==> src/rtl/dsp48_arbiter_2x_if.sv <==
// Bundle between the two DSP requesters and the shared DSP48A1 slice.
// slave: arbiter side; master: requester/DSP side.
interface dsp48_arbiter_2x_if;
  logic        req_0;
  logic        req_1;
  logic        gnt_0;
  logic        gnt_1;
  logic [91:0] dsp_ins_flat_0;
  logic [91:0] dsp_ins_flat_1;
  logic [91:0] dsp_ins_flat;
  logic [47:0] dsp_outs_flat;
  logic [47:0] dsp_outs_flat_0;
  logic [47:0] dsp_outs_flat_1;
  logic        busy;
  logic        timeout_err;

  modport slave (
    input  req_0, req_1,
    input  dsp_ins_flat_0, dsp_ins_flat_1,
    input  dsp_outs_flat,
    output gnt_0, gnt_1,
    output dsp_ins_flat,
    output dsp_outs_flat_0, dsp_outs_flat_1,
    output busy, timeout_err
  );

  modport master (
    output req_0, req_1,
    output dsp_ins_flat_0, dsp_ins_flat_1,
    output dsp_outs_flat,
    input  gnt_0, gnt_1,
    input  dsp_ins_flat,
    input  dsp_outs_flat_0, dsp_outs_flat_1,
    input  busy, timeout_err
  );
endinterface

==> src/rtl/dsp48_arbiter_2x.sv <==
// Two-port arbiter sharing one DSP48A1: round-robin grant, drain, hold limit.
// Ports: clk, reset (sync, active-low), bus (slave modport of the bundle).
module dsp48_arbiter_2x #(
  parameter int DRAIN_CYCLES = 3,
  parameter int MAX_HOLD     = 256
) (
  input  logic               clk,
  input  logic               reset,
  dsp48_arbiter_2x_if.slave  bus
);

  localparam int HW =
    (MAX_HOLD > 1) ? $clog2(MAX_HOLD + 1) : 1;
  localparam int DW =
    (DRAIN_CYCLES > 1) ? $clog2(DRAIN_CYCLES) : 1;
  localparam bit HOLD_EN = (MAX_HOLD != 0);
  localparam logic [HW-1:0] HOLD_LAST =
    HW'((MAX_HOLD > 0) ? MAX_HOLD - 1 : 0);
  localparam logic [DW-1:0] DRAIN_LOAD =
    DW'((DRAIN_CYCLES > 0) ? DRAIN_CYCLES - 1 : 0);

  typedef enum logic [1:0] {
    IDLE,
    OWN0,
    OWN1,
    DRAIN
  } state_t;

  state_t          state;
  state_t          state_n;
  logic            gnt_0;
  logic            gnt_1;
  logic            gnt_0_n;
  logic            gnt_1_n;
  logic            last;
  logic            last_n;
  logic            lock_0;
  logic            lock_1;
  logic            lock_0_n;
  logic            lock_1_n;
  logic            terr;
  logic            terr_n;
  logic [DW-1:0]   drain_cnt;
  logic [DW-1:0]   drain_cnt_n;
  logic [HW-1:0]   hold_cnt;
  logic [HW-1:0]   hold_cnt_n;
  logic            eff_0;
  logic            eff_1;
  logic            own_req;
  logic            hold_hit;

  // A port released by force stays locked out until it drops req.
  assign eff_0    = bus.req_0 & ~lock_0;
  assign eff_1    = bus.req_1 & ~lock_1;
  assign hold_hit = HOLD_EN && (hold_cnt == HOLD_LAST);

  always_ff @(posedge clk) begin
    if (!reset) begin
      state     <= IDLE;
      gnt_0     <= 1'b0;
      gnt_1     <= 1'b0;
      last      <= 1'b1;
      lock_0    <= 1'b0;
      lock_1    <= 1'b0;
      terr      <= 1'b0;
      drain_cnt <= '0;
      hold_cnt  <= '0;
    end else begin
      state     <= state_n;
      gnt_0     <= gnt_0_n;
      gnt_1     <= gnt_1_n;
      last      <= last_n;
      lock_0    <= lock_0_n;
      lock_1    <= lock_1_n;
      terr      <= terr_n;
      drain_cnt <= drain_cnt_n;
      hold_cnt  <= hold_cnt_n;
    end
  end

  always_comb begin
    state_n     = state;
    last_n      = last;
    terr_n      = terr;
    lock_0_n    = lock_0 & bus.req_0;
    lock_1_n    = lock_1 & bus.req_1;
    drain_cnt_n = drain_cnt;
    hold_cnt_n  = hold_cnt;
    own_req     = 1'b0;
    unique case (state)
      IDLE: begin
        if (eff_0 && (!eff_1 || last)) begin
          state_n    = OWN0;
          last_n     = 1'b0;
          hold_cnt_n = '0;
        end else if (eff_1) begin
          state_n    = OWN1;
          last_n     = 1'b1;
          hold_cnt_n = '0;
        end
      end
      OWN0, OWN1: begin
        own_req = (state == OWN0) ? bus.req_0
                                  : bus.req_1;
        if (!own_req || hold_hit) begin
          // Still requesting here means the hold limit forced us out.
          if (own_req) begin
            terr_n = 1'b1;
            if (state == OWN0) lock_0_n = 1'b1;
            else               lock_1_n = 1'b1;
          end
          drain_cnt_n = DRAIN_LOAD;
          state_n = (DRAIN_CYCLES == 0) ? IDLE : DRAIN;
        end else if (HOLD_EN) begin
          hold_cnt_n = hold_cnt + HW'(1);
        end
      end
      DRAIN: begin
        if (drain_cnt == '0) state_n = IDLE;
        else drain_cnt_n = drain_cnt - DW'(1);
      end
      default: state_n = IDLE;
    endcase
    gnt_0_n = (state_n == OWN0);
    gnt_1_n = (state_n == OWN1);
  end

  // Idle/drain feeds zeros: opmode 0 and no clock enables.
  always_comb begin
    bus.dsp_ins_flat = '0;
    unique case (1'b1)
      gnt_0:   bus.dsp_ins_flat = bus.dsp_ins_flat_0;
      gnt_1:   bus.dsp_ins_flat = bus.dsp_ins_flat_1;
      default: bus.dsp_ins_flat = '0;
    endcase
  end

  assign bus.gnt_0           = gnt_0;
  assign bus.gnt_1           = gnt_1;
  assign bus.busy            = (state != IDLE);
  assign bus.timeout_err     = terr;
  assign bus.dsp_outs_flat_0 = bus.dsp_outs_flat;
  assign bus.dsp_outs_flat_1 = bus.dsp_outs_flat;

endmodule

==> src/flat_wrapper.sv <==
// flat-port wrapper written by rule: the top's interface ports become plain ports
module dsp48_arbiter_2x_flat 
#(
  parameter int DRAIN_CYCLES = 3,
  parameter int MAX_HOLD     = 256
)
  (clk, reset, bus_req_0, bus_req_1, bus_dsp_ins_flat_0, bus_dsp_ins_flat_1, bus_dsp_outs_flat, bus_gnt_0, bus_gnt_1, bus_dsp_ins_flat, bus_dsp_outs_flat_0, bus_dsp_outs_flat_1, bus_busy, bus_timeout_err);
  dsp48_arbiter_2x_if bus_i ();
  input  logic clk;
  input  logic reset;
  input wire logic [$bits(bus_i.req_0)-1:0] bus_req_0;
  input wire logic [$bits(bus_i.req_1)-1:0] bus_req_1;
  input wire logic [$bits(bus_i.dsp_ins_flat_0)-1:0] bus_dsp_ins_flat_0;
  input wire logic [$bits(bus_i.dsp_ins_flat_1)-1:0] bus_dsp_ins_flat_1;
  input wire logic [$bits(bus_i.dsp_outs_flat)-1:0] bus_dsp_outs_flat;
  output wire logic [$bits(bus_i.gnt_0)-1:0] bus_gnt_0;
  output wire logic [$bits(bus_i.gnt_1)-1:0] bus_gnt_1;
  output wire logic [$bits(bus_i.dsp_ins_flat)-1:0] bus_dsp_ins_flat;
  output wire logic [$bits(bus_i.dsp_outs_flat_0)-1:0] bus_dsp_outs_flat_0;
  output wire logic [$bits(bus_i.dsp_outs_flat_1)-1:0] bus_dsp_outs_flat_1;
  output wire logic [$bits(bus_i.busy)-1:0] bus_busy;
  output wire logic [$bits(bus_i.timeout_err)-1:0] bus_timeout_err;
  assign bus_i.req_0 = bus_req_0;
  assign bus_i.req_1 = bus_req_1;
  assign bus_i.dsp_ins_flat_0 = bus_dsp_ins_flat_0;
  assign bus_i.dsp_ins_flat_1 = bus_dsp_ins_flat_1;
  assign bus_i.dsp_outs_flat = bus_dsp_outs_flat;
  assign bus_gnt_0 = bus_i.gnt_0;
  assign bus_gnt_1 = bus_i.gnt_1;
  assign bus_dsp_ins_flat = bus_i.dsp_ins_flat;
  assign bus_dsp_outs_flat_0 = bus_i.dsp_outs_flat_0;
  assign bus_dsp_outs_flat_1 = bus_i.dsp_outs_flat_1;
  assign bus_busy = bus_i.busy;
  assign bus_timeout_err = bus_i.timeout_err;
  dsp48_arbiter_2x #(.DRAIN_CYCLES(DRAIN_CYCLES), .MAX_HOLD(MAX_HOLD)) u_core (.clk(clk), .reset(reset), .bus(bus_i));
endmodule
==> config.mk <==
export PLATFORM = sky130hd
export DESIGN_NAME = dsp48_arbiter_2x_flat
export DESIGN_NICKNAME = d
export VERILOG_FILES = /design/src/rtl/dsp48_arbiter_2x_if.sv /design/src/rtl/dsp48_arbiter_2x.sv /design/src/flat_wrapper.sv
export SDC_FILE = /design/constraint.sdc
export NUM_CORES = 1
export LEC_CHECK = 0
export BUFFER_PORTS_ARGS = -buffer_cell sky130_fd_sc_hd__buf_4
export CAP_MARGIN = 10
export CELL_PAD_IN_SITES_DETAIL_PLACEMENT = 1
export CELL_PAD_IN_SITES_GLOBAL_PLACEMENT = 1
export CORE_AREA = 2 2 166 168
export CTS_BUF_LIST = sky130_fd_sc_hd__clkbuf_4 sky130_fd_sc_hd__clkbuf_8
export DETAILED_ROUTE_END_ITERATION = 7
export DIE_AREA = 0 0 168 170
export PLACE_DENSITY = 0.54
export SKIP_CTS_REPAIR_TIMING = 1
export SYNTH_ARGS = -nofsm -noshare
export SYNTH_HDL_FRONTEND = slang
export SYNTH_SLANG_ARGS = --single-unit
==> constraint.sdc <==
create_clock -name clk -period 2 [get_ports clk]
set_input_delay 0.4 -clock clk [delete_from_list [all_inputs] [get_ports clk]]
set_output_delay 0.4 -clock clk [all_outputs]
set_load 0.01 [all_outputs]
==> results.tsv <==
metric	value	unit
core footprint	26700	um2
result of the run	finished, final reports clean	
Clk pin slew, worst setup/hold paths	0.07	ns
Fillers	3210	
Final setup violation count	0	
library cell with the largest summed area after synthesis	sky130_fd_sc_hd__a22o_1	
share of the clock period used by the worst path after layout	0.968	
most frequently used flop master after synthesis	sky130_fd_sc_hd__dfxtp_1	
count of antenna-violating nets left after detailed routing	0	
Netlist cell types	43	
Seq. cell area	389	um2
CTS tree	built	
Yosys warning total	0	
Synth Area per Inst	7.98	um2
post-layout instance area	4580	um2
maximum number of pins on one net before global-route repair	49	
worst vdd ir	0.338	mV
placed wire-length estimate	14.0	mm
syn_nets	571	
residual DRC count	0	
slew at the pin closest to its max-slew limit	0.423	ns
cts bufs inserted	3	
wire length of the first global-routing pass	22.1	mm
count of endpoints failing hold in the final timing report	0	
horizontal extent of the die	168	um
Commonest cells post-synth	sky130_fd_sc_hd__buf_4, sky130_fd_sc_hd__a22o_1, sky130_fd_sc_hd__clkbuf_1	
Static Leakage	2.20	nW
sequential share of the synthesized area	0.145	
number of placement rows	60	
Die Y-Extent	170	um
fraction of final layout cells sized beyond drive strength 1	0.606	
area of the multi-input gates	1420	um2
power density relative to cell area	991	nW/um2
number of standard cells after synthesis	329	
Clock Tree Root	sky130_fd_sc_hd__clkbuf_8	
critical path start-end classification	register to register	
minimum period implied by the final worst setup slack	1.94	ns
All-Layer GR Usage	0.102	
area share of the leading cell type in the synthesized netlist	0.307	
Synth async-reset ratio	0	
ratio of routed vias to standard cells	3.88	
top achievable clock speed	516	MHz
reported max-cap violation count	0	
EDFF count, synth	0	
Clock H-tree levels	1	
post-route worst hold slack	0.388	ns
cell with the most instances after synthesis	sky130_fd_sc_hd__buf_4	
vias in the first global route	3267	
drt first-iter violations	164	
overall die area	28600	um2
IO Count	428	
number of clock sinks	19	
relative area change from synthesis to final layout	74.3	%
flops & latches, synth	19	
Bufs on Longest Clock Path	2	
number of antenna violations at the first check in global routing	4	
clock latency of the later-clocked register in the worst-skew pair	0.26	ns
critical path startpoint category	register	
gp weighted congestion	0.751	
type of element capturing the critical path	register	
number of detailed-route iterations in the first pass	4	
residual overflow from global routing	0	
biggest area contributors in the synthesized netlist	sky130_fd_sc_hd__a22o_1, sky130_fd_sc_hd__buf_4, sky130_fd_sc_hd__dfxtp_1	
max-slew violation count	0	
final routed wirelength across all metal layers	16.3	mm
effective utilization at floorplan	0.0985	
Port Buffers	283	
CP arrival	2.15	ns
routed via count	3296	
Synth Cell Area	2630	um2
placed cell areas	4510	um2
final-stage net count	751	
critical-path maximum fanout	6	
type of the tightest min-delay check	input pin to register	
Wirelength per Cell	19.2	um
WP data required	2.21	ns
Slew HR	0.714	
skew final	0.00267	ns
logic make-up after synthesis:
family | count (synthesis) | share of synthesized area
adders and majority gates | 6 | 0.0286
muxes | 2 | 0.00810
AOI/OAI and AO/OA | 122 | 0.387
buffers and inverters | 129 | 0.322
and+or+nand+nor | 51 | 0.110
DFF | 19 | 0.145
sequential cells by signal, summed over array words and instances (netlist names):
signal,flops
u_core.bus.gnt_0,1
u_core.bus.gnt_1,1
u_core.bus.timeout_err,1
u_core.drain_cnt,2
u_core.hold_cnt,9
u_core.last,1
u_core.lock_0,1
u_core.lock_1,1
u_core.state,2
cell type report:
type / count / area share
Antenna cell: 1 / 0.000547
Multi-Input combinational cell: 181 / 0.309
Timing Repair Buffer: 294 / 0.493
Clock buffer: 4 / 0.0107
Tap cell: 341 / 0.0932
Sequential cell: 19 / 0.0850
Inverter: 10 / 0.00820
final timing paths:
path / from / to / slack, ns / depth (start not counted)
worst max register to register: u_core.hold_cnt[1] / u_core.hold_cnt[5] / 0.06 / 8
worst min-delay path: bus_req_0 / u_core.lock_0 / 0.39 / 3
worst max-delay path: u_core.hold_cnt[1] / u_core.hold_cnt[5] / 0.06 / 8
worst min register to register: u_core.hold_cnt[8] / u_core.hold_cnt[8] / 0.48 / 2
critical path, cell delays in order, from the launching register on:
cell                      delay [ns]
sky130_fd_sc_hd__dfxtp_1        0.35
sky130_fd_sc_hd__ha_1           0.22
sky130_fd_sc_hd__nand3_1        0.09
sky130_fd_sc_hd__nor2_1         0.05
sky130_fd_sc_hd__ha_2           0.22
sky130_fd_sc_hd__buf_4          0.15
sky130_fd_sc_hd__nor4b_1        0.43
sky130_fd_sc_hd__nor3b_1        0.26
sky130_fd_sc_hd__o21a_1         0.13
cells in the final DEF, fill, tap and decap left out, drive strengths merged, types with 4 or more instances in the layout:
cell type	netlist	final
a21oi	6	6
a22o	92	92
buf	99	294
clkbuf	20	4
dfxtp	19	19
ha	6	6
inv	10	10
nand2	11	11
nand4	4	4
nor2	5	5
nor3	4	4
o21ai	4	4
report_power, final:
part / switching [mW] / internal, mW
Clock: 0.139 / 0.156
Combinational: 1.77 / 1.94
Sequential: 0.0909 / 0.442
Total: 2.00 / 2.54
metal layers:
metal,part of all wire,track usage
met1,0.44,0.138
met2,0.42,0.146
met3,0.13,0.0551
met4,0.0040,0.00794
met5,0.0036,0.0261
stage by stage:
stage,TNS [ns],setup WS (ns),instances,utilization,power [mW]
6_report,0,0.0636,850,0.172,4.54
5_1_grt,-0.0336,-0.0231,849,0.172,4.85
4_1_cts,-0.0154,-0.0154,849,0.171,4.56
3_5_place_dp,0,0.0218,845,0.169,4.24
3_3_place_gp,0,0.0642,845,0.169,4.25
2_1_floorplan,0,0.178,329,-,2.46
Note: power is estimated with default switching activity, not from simulation.
